[src/rtl/mul_iterative.sv]
// Iterative 32x32 shift-add multiplier covering the MUL/MULH/MULHSU/MULHU ops.
// Operands are reduced to magnitudes, multiplied unsigned over 32 cycles, then sign-fixed.

module cla32 (
    input  logic [31:0] a,
    input  logic [31:0] b,
    input  logic        cin,
    output logic [31:0] sum,
    output logic        cout
);
    logic [31:0] g, p;
    logic [32:0] c;

    assign g    = a & b;
    assign p    = a ^ b;
    assign c[0] = cin;

    // 4-bit lookahead groups; group carries chain between groups
    for (genvar gi = 0; gi < 8; gi++) begin : g_grp
        localparam int B = 4 * gi;
        assign c[B+1] = g[B] | (p[B] & c[B]);
        assign c[B+2] = g[B+1] | (p[B+1] & g[B]) | (p[B+1] & p[B] & c[B]);
        assign c[B+3] = g[B+2] | (p[B+2] & g[B+1]) | (p[B+2] & p[B+1] & g[B])
                      | (p[B+2] & p[B+1] & p[B] & c[B]);
        assign c[B+4] = g[B+3] | (p[B+3] & g[B+2]) | (p[B+3] & p[B+2] & g[B+1])
                      | (p[B+3] & p[B+2] & p[B+1] & g[B])
                      | (p[B+3] & p[B+2] & p[B+1] & p[B] & c[B]);
    end

    assign sum  = p ^ c[31:0];
    assign cout = c[32];
endmodule

module mul_iterative (
    input  logic        clk,
    input  logic        rst,
    input  logic        in_valid,
    output logic        in_ready,
    input  logic [1:0]  op,
    input  logic [31:0] a,
    input  logic [31:0] b,
    output logic        out_valid,
    input  logic        out_ready,
    output logic [31:0] result
);
    typedef enum logic [1:0] {IDLE, BUSY, FIXUP, DONE} state_t;

    state_t      state;
    logic [1:0]  op_q;
    logic [31:0] mcand, mplier;
    logic [63:0] acc;
    logic [4:0]  cnt;
    logic        neg;

    logic        a_neg, b_neg;
    logic [31:0] a_abs, b_abs, a_inv, b_inv;
    logic [31:0] add_sum, lo_neg, hi_neg;
    logic        add_cout, lo_unused, hi_unused, a_unused, b_unused;
    logic [63:0] prod_fix;

    // MULH treats both operands as signed, MULHSU only a
    assign a_neg = a[31] & (op == 2'b01 || op == 2'b10);
    assign b_neg = b[31] & (op == 2'b01);

    cla32 u_neg_a (.a(~a), .b(32'd0), .cin(1'b1), .sum(a_inv), .cout(a_unused));
    cla32 u_neg_b (.a(~b), .b(32'd0), .cin(1'b1), .sum(b_inv), .cout(b_unused));
    assign a_abs = a_neg ? a_inv : a;
    assign b_abs = b_neg ? b_inv : b;

    cla32 u_acc (.a(acc[63:32]), .b(mplier[0] ? mcand : 32'd0), .cin(1'b0),
                 .sum(add_sum), .cout(add_cout));

    // two's complement of the 64-bit product; low half carries into high only when all-zero
    cla32 u_neg_lo (.a(~acc[31:0]), .b(32'd0), .cin(1'b1), .sum(lo_neg), .cout(lo_unused));
    cla32 u_neg_hi (.a(~acc[63:32]), .b(32'd0), .cin(acc[31:0] == 32'd0),
                    .sum(hi_neg), .cout(hi_unused));
    assign prod_fix = neg ? {hi_neg, lo_neg} : acc;

    assign in_ready  = (state == IDLE);
    assign out_valid = (state == DONE);

    always_ff @(posedge clk) begin
        if (rst) begin
            state  <= IDLE;
            op_q   <= 2'b00;
            mcand  <= 32'd0;
            mplier <= 32'd0;
            acc    <= 64'd0;
            cnt    <= 5'd0;
            neg    <= 1'b0;
            result <= 32'd0;
        end else begin
            case (state)
                IDLE: if (in_valid) begin
                    op_q   <= op;
                    mcand  <= a_abs;
                    mplier <= b_abs;
                    neg    <= a_neg ^ b_neg;
                    acc    <= 64'd0;
                    cnt    <= 5'd0;
                    state  <= BUSY;
                end
                BUSY: begin
                    acc    <= {add_cout, add_sum, acc[31:1]};
                    mplier <= mplier >> 1;
                    cnt    <= cnt + 5'd1;
                    if (cnt == 5'd31) state <= FIXUP;
                end
                FIXUP: begin
                    result <= (op_q == 2'b00) ? prod_fix[31:0] : prod_fix[63:32];
                    state  <= DONE;
                end
                DONE: if (out_ready) state <= IDLE;
                default: state <= IDLE;
            endcase
        end
    end
endmodule

[config.mk]
export PLATFORM = sky130hd
export DESIGN_NAME = mul_iterative
export DESIGN_NICKNAME = d
export VERILOG_FILES = /design/src/rtl/mul_iterative.sv
export SDC_FILE = /design/constraint.sdc
export NUM_CORES = 1
export LEC_CHECK = 0
export CAP_MARGIN = 20
export CORE_MARGIN = 3
export CORE_UTILIZATION = 35
export CTS_CLUSTER_DIAMETER = 80
export DETAILED_ROUTE_END_ITERATION = 6
export PLACE_DENSITY_LB_ADDON = 0.12
export SYNTH_ARGS = -nofsm -noshare
export SYNTH_HDL_FRONTEND = slang
export SYNTH_SLANG_ARGS = --single-unit
export TNS_END_PERCENT = 20
[constraint.sdc]
create_clock -name clk -period 5.51 [get_ports clk]
set_clock_uncertainty 0.15 [all_clocks]
set_input_delay 1.102 -clock clk [delete_from_list [all_inputs] [get_ports clk]]
set_output_delay 1.102 -clock clk [all_outputs]
set_load 0.02 [all_outputs]
==> results.sh <==
export IMPL_final_nets=1590
export IMPL_area_growth_pct=16.9
export IMPL_start_util=0.358
export IMPL_core_mm2=0.0307
export IMPL_hp_class="register to register"
export IMPL_grt_usage=0.179
export IMPL_synth_area_top_cells="dfxtp_1 (31%), ha_1 (8.1%), nor2_1 (6.8%)"
export IMPL_postSynthCellCount=1395
export IMPL_r2r_start="mplier[0]$_SDFFE_PP0P_"
export IMPL_die_area_mm2=0.0336
export IMPL_worst_pin_slew_ps=1060
export IMPL_cts_repair_resized=0
export IMPL_syn_area_mm2=0.0110
export IMPL_grt_pass1_vias=9373
export IMPL_cts_root_buf="clkbuf_16"
export IMPL_rows=64
export IMPL_max_freq_mhz=250
export IMPL_ant_nets=0
export IMPL_routedWlPerCell_um=16.1
export IMPL_hold_path_depth=2
export IMPL_power_mw=4.66
export IMPL_power_ir_vdd_worst_mv=0.288
export IMPL_worst_ep_required_time_ps=5660
export IMPL_drt_iter0_drc=671
export IMPL_io_buffers=103
export IMPL_synth_cell_type_count=73
export IMPL_setup_viol=0
export IMPL_finalCriticalPeriod_ps=4000
export IMPL_clk_pin_slew_ps=70
export IMPL_cp_start_kind="register"
export IMPL_cp_startpoint="mplier[0]$_SDFFE_PP0P_"
export IMPL_worstHoldStart="mplier[9]$_SDFFE_PP0P_"
export IMPL_finalInstanceArea_mm2=0.0129
export IMPL_grt_pass1_wl_um=49400
export IMPL_gp_congestion=0.837
export IMPL_max_cap_violations=0
export IMPL_synth_flop_cell="dfxtp_1"
export IMPL_final_layout_size_suffix_gt1_frac=0.0585
export IMPL_vias=9804
export IMPL_die_w_um=183
export IMPL_drcViolationCount=0
export IMPL_hold_viol_final=0
export IMPL_leakage_nw=5.05
export IMPL_synthArstFlopShare=0
export IMPL_overflow=0
export IMPL_netlist_area_leader_share=0.309
export IMPL_cts_setup_buffers=0
export IMPL_yosysTopAreaCell="dfxtp_1"
export IMPL_synth_seq_area_share=0.309
export IMPL_die_height_um=183
export IMPL_clk_latency_ps=440
export IMPL_vias_per_cell=5.30
export IMPL_rsz0062_at_grt="no"
export IMPL_crit_fanout=33
export IMPL_powerDensity_mw_per_mm2=362
export IMPL_cts_buffers_inserted=17
export IMPL_stdcell_count=1850
export IMPL_pre_cts_slack_ps=1170
export IMPL_critPathKind="register to register"
export IMPL_final_core_util=0.418
export IMPL_antennaDiodeCount=0
export IMPL_clock_sinks=170
export IMPL_ios=104
export IMPL_synth_nets=1544
export IMPL_placed_cells=1818
export IMPL_ys_ff_latch=170
export IMPL_cts_tree="yes"
export IMPL_status="finished clean"
export IMPL_hpwl_um=21000
export IMPL_cts_hold_buf=0
export IMPL_crit_path_end_kind="register"
export IMPL_finalHoldWorstSlack_ps=301
export IMPL_period_share=0.726
export IMPL_clock_path_buffers=2
export IMPL_maxSlewHeadroom=0.293
export IMPL_synth_edff_count=0
export IMPL_avgSynthCellArea_um2=7.89
export IMPL_setup_ws_ps=1510
export IMPL_finalMaxSlewViolations=0
export IMPL_htreeDepth=4
export IMPL_first_pass_iters=5
export IMPL_yosys_warnings=0
export IMPL_grt_max_degree=78
export IMPL_dpl_cell_area_mm2=0.0123
export IMPL_finalSetupTns_ps=0
export IMPL_grt_antenna_before_repair=0
export IMPL_worstRegToRegCells=13
export IMPL_worstPathArrival_ps=4150
export IMPL_drt_total_wl_um=29700
-- power by group --
part | internal [mW] | switching [mW] | leakage, nW
Clock | 0.658 | 0.578 | 0.291
Combinational | 0.615 | 1.24 | 3.38
Sequential | 1.43 | 0.144 | 1.38
Total | 2.70 | 1.96 | 5.05
-- final cells by class --
class / instances / area, µm²
repair buffers: 115 / 1130
well taps: 396 / 495
clock inverters: 14 / 153
multi-input cells: 1087 / 7060
fillers: 3183 / 17900
inverters: 50 / 188
flip-flops and latches: 170 / 3400
clock buffers: 18 / 439
-- flip-flops by register name, summed over array words and instances, names as in the netlist --
| name | flops |
|---|---|
| acc | 64 |
| state | 2 |
| cnt | 5 |
| mcand | 32 |
| result | 32 |
| neg | 1 |
| mplier | 32 |
| op_q | 2 |
-- synth_stat cells, types with 7 or more instances --
cell      count
and2_1       38
nand2_1     173
mux2i_1      18
ha_1         71
o21ai_0      85
a21o_1       16
xnor2_1      38
nand3_1      17
inv_1        49
a21oi_1      80
dfxtp_1     170
mux4_2        7
a311oi_1     19
a211oi_1     21
nor2_1      200
nor3_1       28
or3_1        14
a22oi_1      55
clkbuf_1     69
nor3b_1      14
buf_1        13
nand4_1       7
xor2_1       37
nand2b_1     15
fa_1          8
or4_1         7
nor4_1       11
o31ai_1       8
a31oi_1      17
-- critical path: stages, from the launching register on --
cell	delay, ps
dfxtp_1	820
and2_1	240
ha_1	270
a21o_1	220
a22o_1	240
a211o_1	360
and2_1	190
a211o_1	280
a21oi_1	220
o21bai_1	110
fa_1	380
xor2_1	170
a22oi_1	150
nor2_1	50
-- kinds of logic (layout without fill, tap and decap cells) --
logic type	count (synthesis)	count (layout)	synth area share
adders and majority gates	79	79	0.0953
buffers and inverters	138	197	0.0513
AOI/OAI and AO/OA	343	343	0.203
xor gates and xnor gates	75	75	0.0597
DFF	170	170	0.309
muxes	25	25	0.0307
and+or+nand+nor	565	565	0.251
-- routing by layer --
metal | routed length (µm) | vias to the layer above | GRT usage
li1 | - | 5017 | -
met1 | 15300 | 4584 | 0.260
met4 | 480 | 0 | 0.0478
met3 | 879 | 29 | 0.0238
met2 | 13000 | 174 | 0.281
met5 | 0 | - | 0
-- worst paths after layout --
kind,slack [ps],endpoint
worst min-delay path,300,mplier[9]$_SDFFE_PP0P_
worst min register to register,300,mplier[9]$_SDFFE_PP0P_
worst max-delay path,1510,acc[56]$_SDFFE_PP0P_
worst max register to register,1510,acc[56]$_SDFFE_PP0P_
-- placed cells by master, fill, tap and decap left out, types with 11 or more instances in the layout --
cell type,Yosys,layout
nor2_1,200,199
nand2_1,173,173
dfxtp_1,170,170
clkdlybuf4s50_1,0,102
o21ai_0,85,85
a21oi_1,80,80
ha_1,71,69
a22oi_1,55,55
inv_1,49,49
xnor2_1,38,38
xor2_1,37,37
and2_1,38,36
nor3_1,28,28
a211oi_1,21,21
a311oi_1,19,19
mux2i_1,18,18
nand3_1,17,17
a31oi_1,17,17
clkbuf_16,0,17
a21o_1,16,16
nand2b_1,15,15
or3_1,14,14
nor3b_1,14,14
buf_4,0,12
nor4_1,11,11
No activity file was read; power rests on OpenSTA's default activity.
